## src/rtl/vme_interrupter.sv

```systemverilog
// rtl/vme_interrupter.sv - VME interrupter: fixed-level IRQ, IACK daisy chain, ROAK release
module vme_interrupter #(
  parameter int LEVEL       = 2,
  parameter int SYNC_STAGES = 2
) (
  input  logic       clk,
  input  logic       reset,
  input  logic       irq_req,
  input  logic [7:0] vector,
  output logic       irq_pending,
  output logic       irq_acked,
  output logic [6:0] vme_irq_n,
  input  logic       vme_as_n,
  input  logic       vme_ds0_n,
  input  logic       vme_iack_n,
  input  logic       vme_iackin_n,
  output logic       vme_iackout_n,
  input  logic [2:0] vme_addr,
  output logic [7:0] vme_data,
  output logic       vme_data_oe,
  output logic       vme_dtack_n
);

  if (LEVEL < 1 || LEVEL > 7) begin : g_bad_level
    $error("vme_interrupter: LEVEL must be in 1..7");
  end
  if (SYNC_STAGES < 2) begin : g_bad_sync
    $error("vme_interrupter: SYNC_STAGES must be at least 2");
  end

  localparam logic [2:0] LEVEL_A = 3'(LEVEL);
  localparam logic [6:0] IRQ_ON  = ~(7'b1 << (LEVEL - 1));
  localparam logic [6:0] SYNC_RST = 7'b000_1111;

  typedef enum logic [2:0] {
    S_IDLE, S_REQ, S_PASS, S_RESPOND, S_DTACK, S_FINISH
  } state_e;

  state_e     state_q;
  logic       pending_q, pending_d;
  logic [6:0] irq_n_q;
  logic       iackout_n_q, dtack_n_q, data_oe_q, acked_q;
  logic [7:0] data_q;

  // Address travels with the strobes so it is always consistent with iackin.
  logic [6:0] sync_q [SYNC_STAGES];
  logic       as_s, ds0_s, iack_s, iackin_s;
  logic [2:0] addr_s;
  logic       chain_sel, chain_idle, enter_respond;

  always_ff @(posedge clk) begin
    if (reset) begin
      for (int i = 0; i < SYNC_STAGES; i++) sync_q[i] <= SYNC_RST;
    end else begin
      sync_q[0] <= {vme_addr, vme_iackin_n, vme_iack_n, vme_ds0_n, vme_as_n};
      for (int i = 1; i < SYNC_STAGES; i++) sync_q[i] <= sync_q[i-1];
    end
  end

  assign {addr_s, iackin_s, iack_s, ds0_s, as_s} = sync_q[SYNC_STAGES-1];
  assign chain_sel     = ~iackin_s & ~iack_s & ~as_s;
  assign chain_idle    = iackin_s & as_s;
  assign enter_respond = (state_q == S_REQ) && chain_sel && (addr_s == LEVEL_A);
  // A request landing on the acknowledge cycle survives as a fresh interrupt.
  assign pending_d     = irq_req | (pending_q & ~enter_respond);

  always_ff @(posedge clk) begin
    if (reset) begin
      state_q     <= S_IDLE;
      pending_q   <= 1'b0;
      irq_n_q     <= 7'h7F;
      iackout_n_q <= 1'b1;
      dtack_n_q   <= 1'b1;
      data_oe_q   <= 1'b0;
      data_q      <= 8'h00;
      acked_q     <= 1'b0;
    end else begin
      pending_q <= pending_d;
      acked_q   <= 1'b0;
      case (state_q)
        S_IDLE: begin
          if (pending_q) begin
            state_q <= S_REQ;
            irq_n_q <= IRQ_ON;
          end else if (chain_sel) begin
            state_q     <= S_PASS;
            iackout_n_q <= 1'b0;
          end
        end
        S_REQ: begin
          if (enter_respond) begin
            state_q <= S_RESPOND;
            data_q  <= vector;
          end else if (chain_sel) begin
            state_q     <= S_PASS;
            iackout_n_q <= 1'b0;
          end
        end
        S_PASS: begin
          if (chain_idle) begin
            iackout_n_q <= 1'b1;
            if (pending_q) begin
              state_q <= S_REQ;
              irq_n_q <= IRQ_ON;
            end else begin
              state_q <= S_IDLE;
            end
          end
        end
        S_RESPOND: begin
          state_q   <= S_DTACK;
          data_oe_q <= 1'b1;
          irq_n_q   <= 7'h7F;
        end
        // DTACK follows oe by a cycle so data is set up before the strobe.
        S_DTACK: begin
          if (ds0_s) begin
            state_q   <= S_FINISH;
            dtack_n_q <= 1'b1;
            data_oe_q <= 1'b0;
            acked_q   <= 1'b1;
          end else begin
            dtack_n_q <= 1'b0;
          end
        end
        S_FINISH: begin
          if (chain_idle) begin
            if (pending_q) begin
              state_q <= S_REQ;
              irq_n_q <= IRQ_ON;
            end else begin
              state_q <= S_IDLE;
            end
          end
        end
        default: state_q <= S_IDLE;
      endcase
    end
  end

  assign irq_pending   = pending_q;
  assign irq_acked     = acked_q;
  assign vme_irq_n     = irq_n_q;
  assign vme_iackout_n = iackout_n_q;
  assign vme_data      = data_q;
  assign vme_data_oe   = data_oe_q;
  assign vme_dtack_n   = dtack_n_q;

endmodule

```

## config.mk

```make
export PLATFORM = sky130hd
export DESIGN_NAME = vme_interrupter
export DESIGN_NICKNAME = d
export VERILOG_FILES = /design/src/rtl/vme_interrupter.sv
export SDC_FILE = /design/constraint.sdc
export NUM_CORES = 1
export LEC_CHECK = 0
export ABC_AREA = 1
export CORE_ASPECT_RATIO = 1.75
export CORE_UTILIZATION = 45
export CTS_CLUSTER_DIAMETER = 50
export CTS_CLUSTER_SIZE = 24
export DETAILED_ROUTE_END_ITERATION = 7
export PLACE_DENSITY = 0.89
export SLEW_MARGIN = 30
export SYNTH_ARGS = -nofsm -noshare
export SYNTH_HDL_FRONTEND = slang
export SYNTH_SLANG_ARGS = --single-unit
```

## constraint.sdc

```tcl
create_clock -name clk -period 1.7 [get_ports clk]
set_input_delay 0.34 -clock clk [delete_from_list [all_inputs] [get_ports clk]]
set_output_delay 0.34 -clock clk [all_outputs]
set_load 0.1 [all_outputs]
```

Word-level counts from Yosys, hierarchy flattened
Memories as Yosys holds them, arrays and structs flattened.
Cells that the tools add are included.

cells by class
  equality and inequality tests = 11
  multiplexer cells = 23
  bitwise logic cells = 12
  reduce and logical (&&, ||, !) cells = 13

operator list
  cell                                                              number
  7-bit 2-to-1 mux                                                  4
  7-bit one-hot mux with 3 select lines                             1
  3-bit 2-to-1 mux                                                  5
  3-bit one-hot mux with 5 select lines                             1
  1-bit 2-to-1 mux                                                  10
  3-bit by 2-bit == test with 1-bit output (second input constant)  3
  2-bit != test (second input constant)                             4
  2-bit AND reduction                                               4
  3-bit == test (second input constant)                             2
  3-bit nonzero test                                                2
  1-bit NOT                                                         5
  1-bit AND                                                         4
  4-bit AND reduction                                               1
  2-bit OR reduction                                                2
  3-bit by 1-bit == test with 1-bit output (second input constant)  1
  3-bit logical NOT                                                 1
  1-bit bitwise OR                                                  3
  1-bit one-hot mux with 3 select lines                             1
  1-bit logical AND                                                 2
  2-bit by 1-bit != test with 1-bit output (second input constant)  1
  1-bit one-hot mux with 2 select lines                             1
  2-bit nonzero test                                                1

word-level totals
  bits in registers = 23
  memory bits (writable) = 14
  bits of input ports = 18
  output and inout port bits = 20
  logic and storage cells = 68
  memories kept = 1

memories
  name    depth  width  rd ports  clocked after memory_dff  wr ports  line  text
  sync_q  2      7      2         0                         2         46    logic [6:0] sync_q [SYNC_STAGES];

Logic depth before layout (Yosys ltp)
Gate-level depths: netlist (run 1).
An unclocked memory read counts as a cell.

  depth in word-level cells = 9
  gate-level depth with buffers = 9
  mapped depth without buffers = 9

Worst setup path before layout (run 1)
Ideal clock, no wire load.

  kind = register to register
  start point = reg pending_q (netlist: irq_pending)
  end point = reg irq_n_q[1] (netlist: vme_irq_n[1])
  setup time = 131 ps
  arrival = 1373 ps
  required time = 1569 ps
  setup slack = 196 ps
  cell stages (with the launch flop) = 4
  path buffers = 0
  clock period less this slack = 1504 ps
  cells stage by stage = dfxtp_1 > nand2_1 > o21ai_0 > nand3_1

on the way
  longest elaborated chain between the ends = 3

RTL lines
  item                                     line  text
  from (decl)                              40    logic pending_q, pending_d;
  from (signal assigned)                   78    pending_q <= pending_d;
  7-bit 2-to-1 mux *                       --
  7-bit 2-to-1 mux                         --
  7-bit one-hot mux with 3 select lines *  --
  to (signal assigned)                     71    irq_n_q <= 7'h7F;
  to (signal assigned)                     84    irq_n_q <= IRQ_ON;
  to (signal assigned)                     104   irq_n_q <= IRQ_ON;
  to (decl)                                41    logic [6:0] irq_n_q;

Every way passes the cells marked *; elsewhere a longest branch is shown, timed or not. The select of a mux whose other input is x is not followed.
A chain may end at the register's enable or synchronous reset.

Worst setup path after layout (run 1)
  start point = reg state_q[1]
  end point = reg state_q[1]

on the way
  longest elaborated chain between the ends = 5
  elaborated cells between the ends (all ways) = 16
  those cells by class = eq/ne (7); mux (4); reduce/logical (5)

RTL lines
  item                                      line    text
  from (decl)                               39      state_e state_q;
  from (signal assigned)                    69      state_q <= S_IDLE;
  from (signal assigned)                    83      state_q <= S_REQ;
  from (signal assigned)                    86      state_q <= S_PASS;
  3-bit by 1-bit == test with 1-bit output  63, 80
  1-bit logical AND (2 in a row)            63      assign enter_respond = (state_q == S_REQ) && chain_sel && (addr_s == LEVEL_A);
  3-bit 2-to-1 mux                          91      if (enter_respond) begin
  3-bit one-hot mux with 5 select lines     80      case (state_q)

Parallel ways exist; a longest one is shown, timed or not.

==> out/summary.txt, run 1 <==
Status -> completed
First DRT Iteration DRCs -> 11
# IOs -> 38
Initial antenna violation count -> 0
Num rows -> 24
Post-DRT Antenna Nets -> 0
NetSw -> 416 uW
Pins Over Slew Limit -> 0
First-pass GRT wire length -> 4100 microns
Worst setup SP type -> flip-flop
P_int -> 1290 uW
Top post-synthesis cells by area -> dfxtp_1 (52%), inv_1 (7.2%), nand2_1 (6.0%), o21ai_0 (5.4%), a21oi_1 (4.6%)
Critical hold path startpoint -> sync_q[0][4]
Synth-to-Final Area Change -> 46.7%
Resized cells post-CTS -> 0
H-tree Lvls -> 2
Sw frac -> 24.3%
Crit path DAT -> 1.52 ns
CTS tree -> done
Detailed Routing Iterations Pass 1 -> 4
Final core utilization -> 70.5%
Synthesized cell area -> 1200 sq um
Core region area -> 2490 sq um
Setup Fix Bufs, Post-CTS -> 0
RSZ-0062 raised after global routing -> no
Worst hold margin -> 0.407 ns
Routed via count -> 1019
Seq pwr share -> 44.6%
Yosys Warn Count -> 0
Pre-CTS setup slack -> 0.199 ns
CTS clk-pin slew, worst paths -> 0.07 ns
Cell variety after synth -> 21
# diodes -> 0
Vias in the first global route -> 979
Die height -> 70.2 microns
Fillers -> 179
CP Max Fanout -> 4
Mean Syn Cell Area -> 8.15 sq um
Final TNS setup -> 0 ns
Final Routed Wirelength -> 2530 microns
Leading area contributor after synthesis -> dfxtp_1
Tmin final -> 1.34 ns
Static Leak -> 0.000795 uW
Fmax -> 748 MHz
Kind of critical path -> flip-flop to flip-flop
Clock Sinks -> 31
Clock power share -> 43.4%
Clock skew -> 0.00549 ns
Die Span X -> 41.0 microns
Share of cells above drive strength 1 -> 21.4%
Final period util -> 78.6%
Vias/cell -> 4.90
Grt ovf -> 0
Max Buffers Root-to-Sink -> 2
NumNets Final -> 199
Final hold vios -> 0
Worst r2r src -> state_q[1]
Comb pwr share -> 12.1%
Pin count of the biggest net entering global routing -> 20
CP required -> 1.89 ns
Setup violators final -> 0
Multi-input logic area -> 434 sq um
Reg2reg end -> state_q[1]
FF/Latch Area -> 621 sq um
Worst Hold Class -> flip-flop to flip-flop
CTS buffer count -> 5
Global placement routability congestion -> 0.862
Initial core utilization -> 48.0%
Register area share after synthesis -> 51.8%
Worst Hold Endpoint -> sync_q[0][11]
Max cap viols -> 0
DRC violations left -> 0
FF-to-FF path depth -> 7
R2R Setup Slk -> 0.36 ns
Hold-fix buffers, CTS -> 0
Max VDD drop -> 1.22 mV
DR WL/cell -> 12.1 microns
Yosys top cell area share -> 51.8%
Post-Synthesis Cells -> 147
Setup ws final -> 0.364 ns
Flops & latches, synth -> 31
Root Driver -> clkbuf_8
Nature of the critical path endpoint -> flip-flop
Total GRT Usage -> 21.1%
Clock latency on the worst-skew pair -> 0.29 ns
Power per Cell Area -> 973 nW/um^2
Worst hold stages -> 2
Full die area -> 2880 sq um
Port bufs -> 31
Hpwl dp -> 1950 microns
-- synthesized netlist by cell type --
cell type,instances
a21oi_1,11
clkbuf_1,3
nor3_1,1
a21oi_2,1
nand2_1,19
a31oi_1,1
inv_1,23
dfxtp_1,31
o21ai_0,13
or2_2,8
buf_4,6
nand3_2,1
nor2_1,12
nand3b_4,1
nor2_2,2
buf_6,1
nand4_1,1
inv_2,2
nand3_1,8
conb_1,1
nor3_4,1
-- stage by stage --
| step | std cells | power, uW | area, sq um |
|---|---|---|---|
| 2_1_floorplan | 152 | 922 | 1220 |
| 3_3_place_gp | 200 | 974 | 1640 |
| 3_5_place_dp | 200 | 982 | 1640 |
| 4_1_cts | 208 | 1720 | 1760 |
| 5_1_grt | 208 | 1760 | 1760 |
| 6_report | 208 | 1710 | 1760 |
-- cells by family after synthesis --
family	Yosys count	synth area share [%]
and+or+nand+nor	54	23.1
AOI/OAI and AO/OA	26	11.3
buffers and inverters	35	13.5
DFF	31	51.8
other	1	0.313
-- power groups by stage --
stage          sequential, uW  combinational (uW)  clock (uW)
6_report                  762                 206         742
5_1_grt                   764                 219         780
4_1_cts                   762                 205         757
3_5_place_dp              778                 204           0
3_3_place_gp              776                 198           0
2_1_floorplan             801                 120           0
-- state kept, by name, summed over array words and instances, names as in the netlist --
name	count
state_q	3
vme_iackout_n	1
vme_data_oe	1
irq_acked	1
sync_q	14
irq_pending	1
vme_dtack_n	1
vme_data	8
vme_irq_n	1
-- critical path, stage by stage, from the launching register on --
cell     delay, ns
dfxtp_1       0.45
nor2_1        0.14
nand2_1       0.12
nor2_1        0.06
o21ai_0       0.24
nand2_1       0.09
nand2_1       0.08
inv_1         0.05
-- final cells by class --
cell class              count  area share (%)
repair buffers             32            26.1
clock inverters             2            1.99
flip-flops and latches     31            35.3
well taps                  26            1.85
multi-input cells          86            24.7
inverters                  25            5.34
clock buffers               6            4.70
-- per-layer routing --
layer  GRT usage (%)  part of all wire [%]  vias to the layer above
met4            14.4                   3.7                        0
met3            6.67                   5.4                        9
met2            33.0                    56                       44
li1                -                     -                      509
met1            21.9                    35                      457
met5               0                     0                        -
-- cell usage in the layout (no fill, tap or decap) --
cell | netlist | routed
bufinv_16 | 0 | 1
conb_1 | 1 | 6
or2_2 | 8 | 8
a31oi_1 | 1 | 1
nand3_2 | 1 | 1
dfxtp_1 | 31 | 31
buf_4 | 6 | 1
nor3_1 | 1 | 1
nand3_1 | 8 | 8
nand2_1 | 19 | 19
clkinv_2 | 0 | 1
nor2_2 | 2 | 2
o21ai_0 | 13 | 13
nor3_4 | 1 | 1
inv_1 | 23 | 23
nand4_1 | 1 | 1
buf_12 | 0 | 14
clkbuf_8 | 0 | 6
clkdlybuf4s50_1 | 0 | 17
nand3b_4 | 1 | 1
a21oi_1 | 11 | 11
a21oi_2 | 1 | 1
nor2_1 | 12 | 12
inv_2 | 2 | 2
-- worst max-delay path by stage --
stage                      startpoint           end  slack (ns)  cells after the start
after floorplan           irq_pending  vme_irq_n[1]        0.20                      3
after global placement          reset  sync_q[0][8]        0.29                      3
after detailed placement        reset   vme_data[5]        0.20                      4
after CTS                 irq_pending   irq_pending        0.38                      1
after global routing       state_q[2]   vme_data[6]        0.26                      4
final                      state_q[1]    state_q[1]        0.36                      7
Note: power is estimated with default switching activity, not from simulation.
==> run 2: changes to the inputs <==
--- a/config.mk
+++ b/config.mk
@@ -7,11 +7,11 @@
 export LEC_CHECK = 0
 export ABC_AREA = 1
 export CORE_ASPECT_RATIO = 1.75
-export CORE_UTILIZATION = 45
+export CORE_UTILIZATION = 40
 export CTS_CLUSTER_DIAMETER = 50
 export CTS_CLUSTER_SIZE = 24
 export DETAILED_ROUTE_END_ITERATION = 7
-export PLACE_DENSITY = 0.89
+export PLACE_DENSITY = 0.84
 export SLEW_MARGIN = 30
 export SYNTH_ARGS = -nofsm -noshare
 export SYNTH_HDL_FRONTEND = slang
==> constraint.sdc (replaced) <==
create_clock -name clk -period 1.1 [get_ports clk]
set_input_delay 0.22 -clock clk [delete_from_list [all_inputs] [get_ports clk]]
set_output_delay 0.22 -clock clk [all_outputs]
set_load 0.1 [all_outputs]
==> out/summary.txt, run 2 (synthesis gave the netlist of run 1 again) <==
Final Routed Wirelength -> 3120 microns
DR WL/cell -> 13.5 microns
Synth-to-Final Area Change -> 72.6%
Power per Cell Area -> 1230 nW/um^2
Setup ws final -> -0.154 ns
CP Max Fanout -> 4
Final TNS setup -> -1.27 ns
Most common cell after layout, fill and taps aside -> inv_1
Num rows -> 25
Pins Over Slew Limit -> 0
Worst setup SP type -> flip-flop
Metal3 WL -> 111 microns
Failing checks -> design-rule violations, negative setup slack
Initial core utilization -> 43.0%
First DRT Iteration DRCs -> 28
First-pass GRT wire length -> 4520 microns
Max cap viols -> 0
Final period util -> 114%
WL met2 -> 1690 microns
Port bufs -> 31
Full die area -> 3230 sq um
RSZ-0062 raised after global routing -> yes
Clock Sinks -> 31
Routed via count -> 1123
Max reg flops -> 14
Max VDD drop -> 1.12 mV
Tmin final -> 1.25 ns
WL met1 -> 1190 microns
Hpwl dp -> 1700 microns
Clock latency on the worst-skew pair -> 0.29 ns
Slowest-stage cell, CP -> dfxtp_4
Vias in the first global route -> 1048
Share of cells above drive strength 1 -> 48.5%
Reg with most FFs -> sync_q
Die Span X -> 43.4 microns
Crit path DAT -> 1.43 ns
CTS buffer count -> 5
Kind of critical path -> flip-flop to flip-flop
Static Leak -> 0.000976 uW
Clock skew -> 0.00746 ns
Nature of the critical path endpoint -> flip-flop
Worst-path cell chain -> nor3_4 > buf_6 > nand3b_2 > o21ai_2 > a21oi_2
CP peak stage delay -> 0.37 ns
Die height -> 74.4 microns
Pre-CTS setup slack -> -0.155 ns
Root Driver -> clkbuf_8
CTS tree -> done
Max Buffers Root-to-Sink -> 2
Status -> finished, violations left
Post-DRT Antenna Nets -> 0
Initial antenna violation count -> 0
Total GRT Usage -> 19.3%
# IOs -> 38
Final hold vios -> 0
Fmax -> 798 MHz
Worst Hold Class -> flip-flop to flip-flop
Detailed Routing Iterations Pass 1 -> 6
CP required -> 1.27 ns
H-tree Lvls -> 2
Pin count of the biggest net entering global routing -> 11
Hold-fix buffers, CTS -> 0
Max layer used -> met4
Setup violators final -> 14
Grt ovf -> 0
Vias/cell -> 4.86
Core region area -> 2780 sq um
# diodes -> 0
Most frequent cells in the layout -> inv_1 (19), clkdlybuf4s50_1 (17), dfxtp_2 (16)
DRC violations left -> 2
NumNets Final -> 221
CTS clk-pin slew, worst paths -> 0.06 ns
Global placement routability congestion -> 0.782
==> run 2: cell count changes in the layout (fill, tap and decap cells not counted), moves of 5 or more <==
cell / previous run / this run
o21ai_1: 0 / 6
buf_4: 1 / 15
nand2_2: 0 / 5
buf_6: 0 / 5
nand2_1: 19 / 13
dfxtp_1: 31 / 13
dfxtp_2: 0 / 16
o21ai_0: 13 / 2
o21ai_2: 0 / 5
==> run 2: final timing paths <==
kind                startpoint       endpoint  slack (ns)  depth (start not counted)
setup / recovery    state_q[2]    vme_data[5]       -0.15                          5
hold / removal    sync_q[0][4]  sync_q[0][11]        0.39                          2
setup reg to reg    state_q[2]    vme_data[5]       -0.15                          5
hold reg to reg   sync_q[0][4]  sync_q[0][11]        0.39                          2
==> run 2: worst max-delay path, delay by kind of cell (launching register included) <==
family	cells	cell delay, ns
flip-flops	1	0.37
AO/OA/AOI/OAI	2	0.24
AND/OR/NAND/NOR	2	0.39
buffers and inverters	1	0.15
==> run 2: what timing repair did <==
item / CTS / global route
pin swaps: 9 / 3
gates resized for setup: 19 / 30
setup endpoints to repair: 15 / 15
setup buffers: 4 / 3
gates cloned: 2 / 1
==> run 2: final cells by class <==
class,count,area [sq um]
fillers,168,717
flip-flops and latches,31,648
repair buffers,51,619
multi-input cells,89,569
clock buffers,8,100
inverters,25,96.3
well taps,27,33.8
==> run 2: power breakdown <==
| part | internal (uW) | switching (uW) |
|---|---|---|
| combinational | 158 | 243 |
| clock | 570 | 403 |
| sequential | 1160 | 22.9 |
| total | 1880 | 669 |
==> run 2: through the flow <==
step / power (uW) / instance area (sq um) / utilization, % / cells / hold slack, ns
6_report: 2550 / 2070 / 74.2 / 231 / 0.393
5_1_grt: 2620 / 2070 / 74.2 / 231 / 0.414
4_1_cts: 2520 / 1960 / 70.4 / 227 / 0.399
3_5_place_dp: 1540 / 1750 / 62.9 / 213 / 0.394
3_3_place_gp: 1540 / 1750 / 62.9 / 213 / 0.390
2_1_floorplan: 1430 / 1240 / - / 152 / 0.324
==> run 2: routing by layer <==
| layer | vias up | GRT usage [%] |
|---|---|---|
| met5 | - | 0 |
| met4 | 0 | 11.5 |
| met3 | 11 | 5.58 |
| met2 | 33 | 34.7 |
| met1 | 513 | 19.1 |
| li1 | 566 | - |
